$ cat src/rtl/vec_scalar_alu.sv
// Sequential vector-scalar ALU: latches one scalar and one N_ELEM vector, then
// walks the vector LANES elements per cycle and holds the result until it is taken.
module vec_scalar_alu_lane #(
    parameter int DATA_W = 32,
    parameter bit SAT_EN = 1'b1
) (
    input  logic [1:0]        mode_i,
    input  logic [DATA_W-1:0] a_i,
    input  logic [DATA_W-1:0] b_i,
    output logic [DATA_W-1:0] res_o,
    output logic              sat_o
);
    logic signed [DATA_W:0] a_x, b_x, diff, wide;

    assign a_x = {a_i[DATA_W-1], a_i};
    assign b_x = {b_i[DATA_W-1], b_i};

    // One guard bit is enough: no mode (abs included) can exceed DATA_W+1 signed bits.
    always_comb begin
        diff = a_x - b_x;
        case (mode_i)
            2'b00:   wide = diff;
            2'b01:   wide = b_x - a_x;
            2'b10:   wide = a_x + b_x;
            default: wide = diff[DATA_W] ? -diff : diff;
        endcase
        res_o = wide[DATA_W-1:0];
        sat_o = 1'b0;
        if (SAT_EN && (wide[DATA_W] != wide[DATA_W-1])) begin
            sat_o = 1'b1;
            res_o = wide[DATA_W] ? {1'b1, {(DATA_W-1){1'b0}}} : {1'b0, {(DATA_W-1){1'b1}}};
        end
    end
endmodule

module vec_scalar_alu #(
    parameter int DATA_W = 32,
    parameter int N_ELEM = 8,
    parameter int LANES  = 4,
    parameter bit SAT_EN = 1'b1
) (
    input  logic                     clk,
    input  logic                     rst_n,
    input  logic                     in_valid,
    output logic                     in_ready,
    input  logic [1:0]               mode,
    input  logic [DATA_W-1:0]        scalar,
    input  logic [N_ELEM*DATA_W-1:0] vec_in,
    output logic                     out_valid,
    input  logic                     out_ready,
    output logic [N_ELEM*DATA_W-1:0] vec_out,
    output logic                     sat_flag,
    output logic                     busy
);
    localparam int P  = (N_ELEM + LANES - 1) / LANES;
    localparam int CW = (P > 1) ? $clog2(P) : 1;

    localparam logic [1:0] S_IDLE = 2'd0;
    localparam logic [1:0] S_RUN  = 2'd1;
    localparam logic [1:0] S_DONE = 2'd2;

    logic [1:0]               state_q, state_d;
    logic [CW-1:0]            cnt_q, cnt_d;
    logic [1:0]               mode_q, mode_d;
    logic [DATA_W-1:0]        scalar_q, scalar_d;
    logic [N_ELEM*DATA_W-1:0] vec_q, vec_d;
    logic [N_ELEM*DATA_W-1:0] vec_out_q, vec_out_d;
    logic                     sat_q, sat_d;

    logic [P*LANES*DATA_W-1:0]       vec_pad;
    logic [LANES-1:0][DATA_W-1:0]    lane_b, lane_res;
    logic [LANES-1:0]                lane_sat;

    // Zero-pad so the last chunk can always be sliced at full LANES width.
    always_comb begin
        vec_pad = '0;
        vec_pad[N_ELEM*DATA_W-1:0] = vec_q;
    end

    always_comb lane_b = vec_pad[int'(cnt_q)*LANES*DATA_W +: LANES*DATA_W];

    for (genvar l = 0; l < LANES; l++) begin : g_lane
        vec_scalar_alu_lane #(.DATA_W(DATA_W), .SAT_EN(SAT_EN)) u_lane (
            .mode_i (mode_q),
            .a_i    (scalar_q),
            .b_i    (lane_b[l]),
            .res_o  (lane_res[l]),
            .sat_o  (lane_sat[l])
        );
    end

    always_comb begin
        state_d   = state_q;
        cnt_d     = cnt_q;
        mode_d    = mode_q;
        scalar_d  = scalar_q;
        vec_d     = vec_q;
        vec_out_d = vec_out_q;
        sat_d     = sat_q;
        case (state_q)
            S_IDLE: begin
                if (in_valid) begin
                    mode_d   = mode;
                    scalar_d = scalar;
                    vec_d    = vec_in;
                    sat_d    = 1'b0;
                    cnt_d    = '0;
                    state_d  = S_RUN;
                end
            end
            S_RUN: begin
                // Padding lanes of the final chunk neither write nor flag.
                for (int l = 0; l < LANES; l++) begin
                    if (int'(cnt_q)*LANES + l < N_ELEM) begin
                        vec_out_d[(int'(cnt_q)*LANES + l)*DATA_W +: DATA_W] = lane_res[l];
                        if (lane_sat[l]) sat_d = 1'b1;
                    end
                end
                cnt_d = cnt_q + CW'(1);
                if (cnt_q == CW'(P-1)) begin
                    cnt_d   = '0;
                    state_d = S_DONE;
                end
            end
            S_DONE: begin
                if (out_ready) state_d = S_IDLE;
            end
            default: state_d = S_IDLE;
        endcase
    end

    always_ff @(posedge clk or negedge rst_n) begin
        if (!rst_n) begin
            state_q   <= S_IDLE;
            cnt_q     <= '0;
            mode_q    <= '0;
            scalar_q  <= '0;
            vec_q     <= '0;
            vec_out_q <= '0;
            sat_q     <= 1'b0;
        end else begin
            state_q   <= state_d;
            cnt_q     <= cnt_d;
            mode_q    <= mode_d;
            scalar_q  <= scalar_d;
            vec_q     <= vec_d;
            vec_out_q <= vec_out_d;
            sat_q     <= sat_d;
        end
    end

    assign in_ready  = (state_q == S_IDLE);
    assign out_valid = (state_q == S_DONE);
    assign busy      = (state_q != S_IDLE);
    assign vec_out   = vec_out_q;
    assign sat_flag  = sat_q;
endmodule

$ cat config.mk
export PLATFORM = sky130hd
export DESIGN_NAME = vec_scalar_alu
export DESIGN_NICKNAME = d
export VERILOG_FILES = /design/src/rtl/vec_scalar_alu.sv
export SDC_FILE = /design/constraint.sdc
export NUM_CORES = 2
export LEC_CHECK = 0
export BUFFER_PORTS_ARGS = -buffer_cell sky130_fd_sc_hd__buf_2
export CORE_UTILIZATION = 35
export CTS_CLUSTER_SIZE = 25
export DETAILED_ROUTE_END_ITERATION = 8
export GPL_TIMING_DRIVEN = 0
export PLACE_DENSITY = 0.54
export SKIP_CTS_REPAIR_TIMING = 1
export SLEW_MARGIN = 20
export SYNTH_ARGS = -nofsm -noshare
export SYNTH_HDL_FRONTEND = slang
export SYNTH_HIERARCHICAL = 1
export SYNTH_SLANG_ARGS = --single-unit
$ cat constraint.sdc
create_clock -name clk -period 15.8 [get_ports clk]
set_input_delay 0.79 -clock clk [delete_from_list [all_inputs] [get_ports clk]]
set_output_delay 0.79 -clock clk [all_outputs]
set_load 0.02 [all_outputs]
==> metrics.md <==
| Metric | Value |
|---|---|
| Clk_skew | 0.0406 ns |
| Period utilisation layout | 47.1% |
| CTS Root Cell | clkbuf_16 |
| Synth Register Bits | 550 |
| Most numerous cell in the Yosys netlist | mux2_2 |
| Largest net degree at the start of global routing | 96 |
| Area Growth Syn to Fin | 15.6% |
| Post-Route WL | 196000 um |
| Avg Cell Area, Syn | 9.26 um2 |
| Clock tree sinks | 550 |
| Post-Synthesis Cells | 5176 |
| Crit path largest cell delay | 0.82 ns |
| Vias per cell | 5.74 |
| Routed Antenna Nets | 0 |
| Post-Syn Area | 47900 um2 |
| Worst Max-Slew Pin Slew | 1.17 ns |
| Final Max Tran Viols | 0 |
| Total track usage | 27.7% |
| Post-Place Setup Slack | 8.42 ns |
| CP max FO | 15 |
| Synth warnings | 6 |
| Core area | 136000 um2 |
| Area contributors post-synth | dfrtp_1 (29%), mux2_2 (16%), ha_1 (7.3%) |
| Leading area contributor after synthesis | dfrtp_1 |
| Share of layout cells above drive strength 1 | 29.3% |
| Worst R2R Start | scalar_q[5]$_DFFE_PN0P_ |
| Row count | 135 |
| Status | finished clean |
| Hold path startpoint | out_ready |
| WP data required | 16.34 ns |
| Global-route wire length before repair | 283000 um |
| GPL Wtd Cong | 0.976 |
| Fin nets | 6389 |
| Port Buf Inserts | 553 |
| TritonCTS Buffers | 67 |
| Top FF cell, synth | dfrtp_1 |
| CTS tree | done |
| Crit-path cells | or4_1, nor4_1, nand2b_1, or2_2, nor2_1, nand2_1, nor2_1, a21oi_1, xor2_1, ha_1, a21oi_1, o21ai_0, a21oi_1, o211ai_1, o41ai_1, o21ai_0, xnor2_1, a32oi_1, o41a_1, clkbuf_1, xnor2_1, nor2_1, a221oi_1 |
| Final TNS setup | 0 ns |
| Setup ws final | 8.37 ns |
| Fmax | 135 MHz |
| Vias in the first global route | 42.4k |
| Max-cap check violation count | 0 |
| Clock Path Buffers | 3 |
| Crit path launch | scalar_q[5]$_DFFE_PN0P_ |
| DP Wirelength | 157000 um |
| Slew headroom | 22.1% |
| Final setup vio count | 0 |
| Chip height | 372 um |
| Hold Slack | 0.277 ns |
| Die ar. | 138000 um2 |
| Final Hold Fails | 0 |
| Initial DRT Pass Iterations | 6 |
| Final core utilization | 40.8% |
| Vias | 43.8k |
| Hold Path Class | input port to flop |
| Final Critical Period | 7.43 ns |
| Syn nets | 5758 |
| Share of the synthesized area in the top cell type | 28.7% |
| DRC violations left | 0 |
| CP Capture Type | flop |
| Chip width | 372 um |
| WL/cell | 25.7 um |
| Clock slew seen by the registers of the worst setup and hold paths | 0.06 ns |
| Clock latency on the worst-skew pair | 0.70 ns |
| DR iter-0 viols | 3568 |
| Number of synthesized flops with an enable pin | 0 |
| Io pins | 554 |
| CP arrival | 7.98 ns |
| Initial antenna violation count | 14 |
| Synth unique cells | 115 |
| Total gr overflow | 0 |
| Ys async rst share | 100% |
| Post-synth top cells | mux2_2 (677), dfrtp_1 (550), a21oi_1 (438), nor2_1 (342), nand2_1 (285) |
| Setup CP Type | flop to flop |
| CTS H-tree lvls | 3 |
| Initial cell density of the core | 35.3% |
| Sequential-to-total area share from yosys stat | 28.7% |
| Startpoint Class | flop |
| Unrepaired setup endpoints after global routing | no |
| Crit-path slowest cell | dfrtp_1 |
logic make-up (layout without fill, tap and decap cells):
kind of cell | after synthesis | count (layout) | share of synthesized area [%]
AO/OA/AOI/OAI | 1367 | 1367 | 19.2
XOR/XNOR | 434 | 434 | 7.95
multiplexers | 695 | 695 | 16.3
buffers and inverters | 513 | 1189 | 4.78
flip-flops | 550 | 550 | 28.7
other | 0 | 3 | 0
AND/OR/NAND/NOR | 1227 | 1227 | 13.1
adder cells (fa/ha/maj) | 390 | 390 | 10.0
registers in the layout, indices dropped and copies added (netlist names):
name,flops
cnt_q,1
vec_out,256
state_q,2
scalar_q,32
sat_flag,1
mode_q,2
vec_pad,256
metal layers:
| metal | vias up | share of wire, % | global-route usage, % |
|---|---|---|---|
| met5 | - | 0.010 | 0 |
| met4 | 4 | 4.7 | 12.5 |
| met3 | 319 | 7.0 | 4.94 |
| met2 | 1584 | 46 | 45.3 |
| met1 | 21500 | 42 | 35.3 |
| li1 | 20400 | - | - |
worst paths after layout:
check	depth (start not counted)	slack, ns	to
worst max-delay path	23	8.37	sat_flag$_DFFE_PN0P_
worst min-delay path	2	0.28	state_q[1]$_DFFE_PN0P_
worst max register to register	23	8.37	sat_flag$_DFFE_PN0P_
worst min register to register	1	0.48	vec_out[34]$_DFFE_PN0P_
max in group asynchronous	5	13.55	vec_out[106]$_DFFE_PN0P_
min in group asynchronous	2	0.51	vec_pad[173]$_DFFE_PN0P_
through the flow:
step                instances  area (um2)
floorplan                5176       47900
global placement         7510       52900
detailed placement       7518       53200
CTS                      7632       55400
global route             7634       55400
finish                   7636       55400
critical path: cells and delay by family (launching register included):
kind	cells	cell delay [ns]
and+or+nand+nor	8	2.54
AOI/OAI and AO/OA	10	2.37
DFF	1	0.82
xor gates and xnor gates	3	0.67
buffers and inverters	1	0.47
adders and majority gates	1	0.38
cells in the final DEF, fill, tap and decap left out, types with 21 or more instances in the layout:
cell and instances:
mux2_2 677, buf_2 615, dfrtp_1 519, a21oi_1 438, nor2_1 342, nand2_1 285, ha_1 280, inv_1 249
xor2_1 229, xnor2_1 204, o21ai_0 184, clkbuf_1 145, nor3_1 102, a21o_1 101, a221oi_1 90, maj3_2 86
clkbuf_16 71, nand3_1 65, a211oi_1 60, a31oi_1 56, and2_1 50, o211ai_1 48, and3_1 47, nand4_1 47
nor4_1 46, o21ai_1 42, buf_4 41, o21a_1 40, nor2b_1 39, or3_1 32, nand2b_1 31, dfrtp_2 31
o31ai_1 26, or4_1 24, o21bai_1 22, a211o_1 22, or2_2 21
final cells by class:
type                            instances  area [um2]
Buffer                                260        1340
Sequential cell                       550       13800
Tap cell                             1781        2230
Inverter                              253         950
Multi-Input combinational cell       4113       31900
Clock buffer                           90        1950
Timing Repair Buffer                  562        2990
Clock inverter                         24         219
Fill cell                           13700       80200
Antenna cell                            3        7.51
Power is not shown: default switching activity piles up to over one toggle a cycle in this logic, so the estimate is an artifact.
